[src/rtl/uart_transmitter_if.sv]
// rtl/uart_transmitter_if.sv - request handshake bundle for the UART transmitter
// Purpose: carries the byte-request handshake between a client and the transmitter.
// Signals:
//   tx_dv     request strobe, tx_data valid while high (client -> transmitter)
//   tx_data   byte to send, captured on accept        (client -> transmitter)
//   tx_ready  transmitter idle, request accepted only then (transmitter -> client)
// Modports: master = requesting client, slave = transmitter.
interface uart_transmitter_if;
  logic       tx_dv;
  logic [7:0] tx_data;
  logic       tx_ready;

  modport master (
    output tx_dv,
    output tx_data,
    input  tx_ready
  );

  modport slave (
    input  tx_dv,
    input  tx_data,
    output tx_ready
  );
endinterface

[src/rtl/uart_transmitter.sv]
// rtl/uart_transmitter.sv - UART transmit serialiser, start + 8 data LSB-first + [parity] + stop
// Purpose: serialises one byte per accepted request onto an idle-high line; every bit
//   lasts CLKS_PER_BIT clocks. Optional even parity bit when UART_TX_PARITY_EN is defined.
// Ports:
//   clk        system clock, posedge
//   rst_n      asynchronous active-low reset
//   req        uart_transmitter_if.slave: tx_dv / tx_data in, tx_ready out
//   tx_serial  registered serial line, idle 1
//   tx_active  high from first START cycle through last STOP cycle
//   tx_done    one-cycle pulse in the CLEANUP cycle
// Parameters: CLKS_PER_BIT (>= 2), STOP_BITS (1 or 2).
// Configuration macro: UART_TX_PARITY_EN.
module uart_transmitter #(
  parameter int CLKS_PER_BIT = 8,
  parameter int STOP_BITS    = 1
) (
  input  logic              clk,
  input  logic              rst_n,
  uart_transmitter_if.slave req,
  output logic              tx_serial,
  output logic              tx_active,
  output logic              tx_done
);

  localparam int               CNT_W     = (CLKS_PER_BIT > 1) ? $clog2(CLKS_PER_BIT) : 1;
  localparam logic [CNT_W-1:0] CLK_LAST  = CNT_W'(CLKS_PER_BIT - 1);
  localparam logic [2:0]       STOP_LAST = 3'(STOP_BITS - 1);

  typedef enum logic [2:0] {
    S_IDLE    = 3'd0,
    S_START   = 3'd1,
    S_DATA    = 3'd2,
`ifdef UART_TX_PARITY_EN
    S_PARITY  = 3'd3,
`endif
    S_STOP    = 3'd4,
    S_CLEANUP = 3'd5
  } state_e;

  state_e           state_q, state_d;
  logic [CNT_W-1:0] clk_cnt_q, clk_cnt_d;
  // Indexes the data bit in DATA and the stop bit in STOP.
  logic [2:0]       bit_cnt_q, bit_cnt_d;
  logic [7:0]       data_q, data_d;
  logic             tx_serial_q, tx_serial_d;

  logic bit_end;
  assign bit_end = (clk_cnt_q == CLK_LAST);

  always_comb begin
    state_d   = state_q;
    clk_cnt_d = clk_cnt_q;
    bit_cnt_d = bit_cnt_q;
    data_d    = data_q;

    case (state_q)
      S_IDLE: begin
        if (req.tx_dv) begin
          data_d    = req.tx_data;
          clk_cnt_d = '0;
          bit_cnt_d = '0;
          state_d   = S_START;
        end
      end
      S_START: begin
        if (bit_end) begin
          clk_cnt_d = '0;
          state_d   = S_DATA;
        end else begin
          clk_cnt_d = clk_cnt_q + CNT_W'(1);
        end
      end
      S_DATA: begin
        if (bit_end) begin
          clk_cnt_d = '0;
          if (bit_cnt_q == 3'd7) begin
            bit_cnt_d = '0;
`ifdef UART_TX_PARITY_EN
            state_d   = S_PARITY;
`else
            state_d   = S_STOP;
`endif
          end else begin
            bit_cnt_d = bit_cnt_q + 3'd1;
          end
        end else begin
          clk_cnt_d = clk_cnt_q + CNT_W'(1);
        end
      end
`ifdef UART_TX_PARITY_EN
      S_PARITY: begin
        if (bit_end) begin
          clk_cnt_d = '0;
          state_d   = S_STOP;
        end else begin
          clk_cnt_d = clk_cnt_q + CNT_W'(1);
        end
      end
`endif
      S_STOP: begin
        if (bit_end) begin
          clk_cnt_d = '0;
          if (bit_cnt_q == STOP_LAST) begin
            bit_cnt_d = '0;
            state_d   = S_CLEANUP;
          end else begin
            bit_cnt_d = bit_cnt_q + 3'd1;
          end
        end else begin
          clk_cnt_d = clk_cnt_q + CNT_W'(1);
        end
      end
      S_CLEANUP: begin
        state_d = S_IDLE;
      end
      default: begin
        // Unreachable encodings fall back to a quiet idle line.
        state_d   = S_IDLE;
        clk_cnt_d = '0;
        bit_cnt_d = '0;
      end
    endcase

    // The line is registered, so it is decoded from the state being entered.
    case (state_d)
      S_START:  tx_serial_d = 1'b0;
      S_DATA:   tx_serial_d = data_q[bit_cnt_d];
`ifdef UART_TX_PARITY_EN
      S_PARITY: tx_serial_d = ^data_q;
`endif
      default:  tx_serial_d = 1'b1;
    endcase
  end

  always_ff @(posedge clk or negedge rst_n) begin
    if (!rst_n) begin
      state_q     <= S_IDLE;
      clk_cnt_q   <= '0;
      bit_cnt_q   <= '0;
      data_q      <= '0;
      tx_serial_q <= 1'b1;
    end else begin
      state_q     <= state_d;
      clk_cnt_q   <= clk_cnt_d;
      bit_cnt_q   <= bit_cnt_d;
      data_q      <= data_d;
      tx_serial_q <= tx_serial_d;
    end
  end

  always_comb begin
    tx_active = 1'b0;
    case (state_q)
      S_START, S_DATA, S_STOP: tx_active = 1'b1;
`ifdef UART_TX_PARITY_EN
      S_PARITY: tx_active = 1'b1;
`endif
      default: tx_active = 1'b0;
    endcase
  end

  assign req.tx_ready = (state_q == S_IDLE);
  assign tx_done      = (state_q == S_CLEANUP);
  assign tx_serial    = tx_serial_q;

endmodule
[src/flat_wrapper.sv]
// flat-port wrapper written by rule: the top's interface ports become plain ports
module uart_transmitter_flat 
#(
  parameter int CLKS_PER_BIT = 8,
  parameter int STOP_BITS    = 1
)
  (clk, rst_n, tx_serial, tx_active, tx_done, req_tx_dv, req_tx_data, req_tx_ready);
  uart_transmitter_if req_i ();
  input  logic clk;
  input  logic rst_n;
  output logic tx_serial;
  output logic tx_active;
  output logic tx_done;
  input wire logic [$bits(req_i.tx_dv)-1:0] req_tx_dv;
  input wire logic [$bits(req_i.tx_data)-1:0] req_tx_data;
  output wire logic [$bits(req_i.tx_ready)-1:0] req_tx_ready;
  assign req_i.tx_dv = req_tx_dv;
  assign req_i.tx_data = req_tx_data;
  assign req_tx_ready = req_i.tx_ready;
  uart_transmitter #(.CLKS_PER_BIT(CLKS_PER_BIT), .STOP_BITS(STOP_BITS)) u_core (.clk(clk), .rst_n(rst_n), .req(req_i), .tx_serial(tx_serial), .tx_active(tx_active), .tx_done(tx_done));
endmodule
[config.mk]
export PLATFORM = sky130hd
export DESIGN_NAME = uart_transmitter_flat
export DESIGN_NICKNAME = d
export VERILOG_FILES = /design/src/rtl/uart_transmitter_if.sv /design/src/rtl/uart_transmitter.sv /design/src/flat_wrapper.sv
export SDC_FILE = /design/constraint.sdc
export NUM_CORES = 1
export LEC_CHECK = 0
export BUFFER_PORTS_ARGS = -buffer_cell sky130_fd_sc_hd__buf_2
export CORE_MARGIN = 2
export CORE_UTILIZATION = 50
export CTS_BUF_LIST = sky130_fd_sc_hd__clkbuf_4
export DETAILED_ROUTE_END_ITERATION = 8
export PLACE_DENSITY_LB_ADDON = 0.08
export SLEW_MARGIN = 20
export SYNTH_ARGS = -nofsm -noshare
export SYNTH_HDL_FRONTEND = slang
export SYNTH_SLANG_ARGS = --single-unit
export TNS_END_PERCENT = 10
[constraint.sdc]
create_clock -name clk -period 4.1 [get_ports clk]
set_clock_uncertainty 0.2 [all_clocks]
set_input_delay 1.025 -clock clk [delete_from_list [all_inputs] [get_ports clk]]
set_output_delay 1.025 -clock clk [all_outputs]
set_load 0.02 [all_outputs]
== After elaboration in Yosys (flattened, before gate mapping) ==
Cells that the tools add are included.

* Register bits: 18
* Output and inout port bits: 4
* Logic and storage cells: 44
* Input bits: 11

* Multiplexer cells: 20
* Equality and inequality tests: 9
* Magnitude comparators: 1
* Add/subtract/negate cells: 2
* Reductions and logical operators: 6
* Bitwise operators: 1

{| class="wikitable"
|+ Operators by type and width
! cell !! count
|-
| 3-bit two-way mux || 13
|-
| 3-bit case mux with 4 select lines || 2
|-
| 3-bit equality test (second input constant) || 4
|-
| 3-bit case mux with 3 select lines || 1
|-
| 3-bit by 1-bit adder with 3-bit output (second input constant) || 2
|-
| 3-bit by 1-bit equality test with 1-bit output (second input constant) || 2
|-
| 3-bit by 2-bit equality test with 1-bit output (second input constant) || 2
|-
| 3-bit logical NOT || 2
|-
| 3-bit by 4-bit < comparator with 1-bit output (second input constant) || 1
|-
| 2-bit AND reduction || 2
|-
| 1-bit binary-select mux with 3-bit select || 1
|-
| 3-bit OR reduction || 1
|-
| 1-bit two-way mux || 2
|-
| 2-bit inequality test (second input constant) || 1
|-
| 1-bit case mux with 2 select lines || 1
|-
| 2-bit OR reduction || 1
|-
| 1-bit inverter || 1
|}

== Logic depth before layout (Yosys ltp) ==
* Depth in word-level cells: 7
* Gate-level depth with buffers: 10
* Mapped depth without buffers: 9

== Worst setup path before layout ==
OpenSTA, ideal clock, no wires.

* Kind: register to output
* From: register u_core.state_q[0]
* To: output tx_done
* Required time: 2.875 ns
* Cell stages (with the launch flop): 4
* Arrival time: 1.431 ns
* Slack: 1.444 ns
* Buffers on the path: 1
* Cells stage by stage: dfrtp_1 > clkbuf_1 > inv_1 > nor3b_1

* Cells in the longest elaborated chain, start to end: 1

{| class="wikitable"
|+ Ends and longest elaborated chain
! item !! RTL line !! text
|-
| start, declared || uart_transmitter.sv:40 || <nowiki>state_e state_q, state_d;</nowiki>
|-
| start signal, assigned || uart_transmitter.sv:143 || <nowiki>state_q <= state_d;</nowiki>
|-
| 3-bit equality test || uart_transmitter.sv:163 || <nowiki>assign tx_done = (state_q == S_CLEANUP);</nowiki>
|-
| end, declared || flat_wrapper.sv:13 || <nowiki>output logic tx_done;</nowiki>
|}

No other way between the ends.

== Worst setup path after layout ==
* From: register u_core.state_q[2]
* To: output tx_active

* Cells in the longest elaborated chain, start to end: 3
* Elaborated cells between the ends (all ways): 5
* Those cells by class: eq/ne: 3; mux: 1; reduce/logical: 1

{| class="wikitable"
|+ Ends and longest elaborated chain
! item !! RTL line !! text
|-
| 3-bit by 1-bit equality test with 1-bit output, or another cell as far along || uart_transmitter.sv:153 || <nowiki>case (state_q)</nowiki>
|-
| 3-bit OR reduction (no source line) * || -- ||
|-
| 1-bit two-way mux * || uart_transmitter.sv:153 ||
|-
| end, declared || flat_wrapper.sv:12 || <nowiki>output logic tx_active;</nowiki>
|}

Every way passes the cells marked *; elsewhere a longest branch is shown, timed or not.

==> summary.txt <==
Power and ir drop
  – Total Power: 0.727 mW
  – P_sw: 0.282 mW
  – VDD IR max: 400 uV
  – Pint: 0.444 mW
  – Reg power frac: 44.1%
  – Leakage: 0.536 nW
  – PwrDens: 596 mW/mm^2
  – Logic pwr share: 42.3%
  – Clock Power Share: 13.6%
  – Net Sw Frac: 38.9%

Clocking
  – Post-CTS repair timing setup buffer count: 0
  – Clock sink total: 18
  – TritonCTS clock tree: yes
  – Post-cts gate resize count: 0
  – Clock transition at path regs: 0.10 ns
  – Total CTS buffers: 3
  – Clk_lat worst skew: 0.29 ns
  – CTS H-tree depth: 1
  – CTS root buf: clkbuf_4
  – Hold Buf Count CTS: 0
  – CTS max path bufs: 2

Synth
  – Ys Warns: 0
  – Mux cell area share after synthesis: 11.5%
  – Mapped cell area: 0.00112 mm^2
  – Synth Area in Adders: 5.57%
  – Synth Area in Simple Gates: 13.8%
  – #FFs+latches synth: 18
  – Post-Syn Area per Cell: 10.1 um^2
  – Cells after Synth: 111
  – Synth Area in Compound Gates: 20.0%
  – Syn_nets: 127
  – Synth async-reset ratio: 100%
  – Yosys cell types: 43
  – Post-synth EDFFs: 0
  – Xor and xnor fraction of the mapped netlist area: 1.56%
  – Sequential element share of the synthesized area: 40.2%
  – Largest family of logic cells by synthesized area: compound AO/OA/AOI/OAI gates
  – Primary FF master, synth: dfrtp_1

Finish
  – Post-layout nets: 139
  – Layout Cells excl Fill: 150
  – Post-route cell area: 0.00122 mm^2
  – Ratio of cells with drive above 1 in the final layout: 27.0%
  – Fill count: 221
  – Area growth syn-to-layout: 8.46%
  – Post-route core utilization: 56.2%
  – Diodes inserted: 0

Global route
  – First-pass GRT wire length: 3950 um
  – Gr usage total: 20.6%
  – Initial antenna violation count: 0
  – Grt met2 use: 33.5%
  – Vias in the first global route: 847
  – Pin count of the biggest net entering global routing: 23
  – GR Util met1: 27.7%
  – Gr busiest metal: met2
  – Met3 Usage GRT: 1.75%
  – Total gr overflow: 0

STA
  – Setup TNS: 0 ns
  – Finish-stage setup viols: 0
  – Max Freq: 342 MHz
  – Hold Fails Final Rpt: 0
  – Slew headroom: 53.9%
  – Fin crit period: 2.92 ns
  – RSZ-0062 raised after global routing: no
  – Final period util: 71.3%
  – Final Max Slew Viols: 0
  – Least-Margin Pin Slew: 0.691 ns

Worst hold path
  – Worst hold endpoint: u_core.data_q[4]$_DFFE_PN0P_
  – HP Start: u_core.data_q[4]$_DFFE_PN0P_
  – Hold depth: 1
  – Hold WC Path Type: register to register

Placement
  – Area after DPL: 0.00119 mm^2
  – IO buf count: 14
  – Final Wtd Congestion: 0.757
  – DP HPWL: 1610 um
  – Cell total after placement: 146

Status
  – Outcome: complete, no violations

Critical path
  – R2r setup slk: 1.37 ns
  – Crit Path Class: register to primary output
  – Reg-to-Reg End: u_core.tx_serial$_DFF_PN1_
  – Crit path capture type: primary output
  – R2r startpoint: u_core.clk_cnt_q[0]$_DFFE_PN0P_
  – Setup crit start kind: register
  – Arrival time at the worst endpoint: 1.70 ns
  – Worst Path Required: 2.87 ns
  – Max Fanout on Critical Path: 22
  – Reg2reg path depth: 9

Floorplan
  – Die X: 51.4 um
  – Die Height: 51.4 um
  – Io pins: 15
  – Core Area: 0.00217 mm^2
  – Die Footprint: 0.00264 mm^2
  – Cell row count: 17
  – Initial Util: 51.8%

Route
  – Via Count: 856
  – 1st-pass router iterations: 4
  – Final wirelength: 2190 um
  – Residual DRC count: 0
  – Vias per cell: 5.71
  – DRT iter0 DRCs: 28
  – Antenna Violating Nets Remaining: 0
  – Wire per inst: 14.6 um

Run
  – Max_cap viols: 0
## layer usage
layer / vias to the layer above / routed length [um]
met5: - / 0
met4: 0 / 16
met3: 2 / 69
met2: 17 / 1120
met1: 417 / 988
li1: 420 / -
## per-stage QoR
step                      hold slack [ns]  worst slack [ns]
final                               0.320              1.18
after detailed placement            0.305              1.37
after global routing                0.359              1.06
after CTS                           0.328              1.16
after global placement              0.291              1.43
after floorplan                     0.280              1.44
## power by group through the flow
stage | Sequential (mW) | Combinational, mW | Clock, mW
after floorplan | 0.289 | 0.271 | 0
after global placement | 0.320 | 0.297 | 0
after detailed placement | 0.324 | 0.308 | 0
after CTS | 0.320 | 0.311 | 0.102
after global routing | 0.333 | 0.349 | 0.110
final | 0.321 | 0.308 | 0.0986
## kinds of logic (layout without fill, tap and decap cells)
logic type      Yosys count  count (layout)
xor+xnor                  2               2
mux                      12              12
compound gates           28              28
buf+inv                  17              28
flops                    18              18
fa+ha+maj                 5               5
simple gates             29              29
## critical path, stage by stage, from the launching register on
cell     delay, ns
dfrtp_1       0.80
xor2_1        0.31
o21a_1        0.15
buf_2         0.15
## synth_stat cells (2+ instances only)
master,count,area (um^2)
dfrtp_1,17,425
inv_1,9,33.8
nand2_1,8,30.0
a21oi_1,7,35.0
mux2_2,7,78.8
ha_1,5,62.6
mux2i_1,5,50.1
nor3_1,5,25.0
nor2_1,4,15.0
o21ai_0,4,20.0
a221o_1,2,20.0
buf_2,2,10.0
clkbuf_1,2,7.51
nand2b_1,2,12.5
nor2b_1,2,12.5
nor3b_1,2,15.0
o22ai_1,2,12.5
## cells in the final DEF (no fill, tap or decap), drive strengths merged, types with 2 or more instances in the layout
cell type / count
dfrtp: 17
buf: 14
inv: 9
nand2: 8
a21oi: 8
mux2: 7
nor3: 5
mux2i: 5
ha: 5
nor2: 4
o21ai: 4
clkbuf: 4
nor3b: 2
nor2b: 2
nand2b: 2
o22ai: 2
a221o: 2
## registers in the layout, summed over array words and instances (netlist names)
signal	cells
u_core.state_q	3
u_core.tx_serial	1
u_core.clk_cnt_q	3
u_core.bit_cnt_q	3
u_core.data_q	8
## how the worst max path moves through the flow
stage	from	to	slack [ns]	cells after the start
2_1_floorplan	u_core.state_q[0]$_DFF_PN0_	tx_done	1.44	3
3_3_place_gp	u_core.clk_cnt_q[0]$_DFFE_PN0P_	u_core.tx_serial$_DFF_PN1_	1.43	9
3_5_place_dp	u_core.clk_cnt_q[0]$_DFFE_PN0P_	u_core.tx_serial$_DFF_PN1_	1.37	9
4_1_cts	u_core.state_q[2]$_DFF_PN0_	tx_active	1.16	3
5_1_grt	u_core.state_q[0]$_DFF_PN0_	tx_done	1.06	3
6_report	u_core.state_q[2]$_DFF_PN0_	tx_active	1.18	3
## final cells by class
class | count | area, um^2 | area share [%]
multi-input combinational | 76 | 589 | 48.4
sequential | 18 | 452 | 37.1
timing repair buffer | 14 | 70.1 | 5.75
inverter | 10 | 42.5 | 3.49
tap | 28 | 35.0 | 2.87
clock buffer | 4 | 30.0 | 2.46
(Power assumes the default switching activity.)
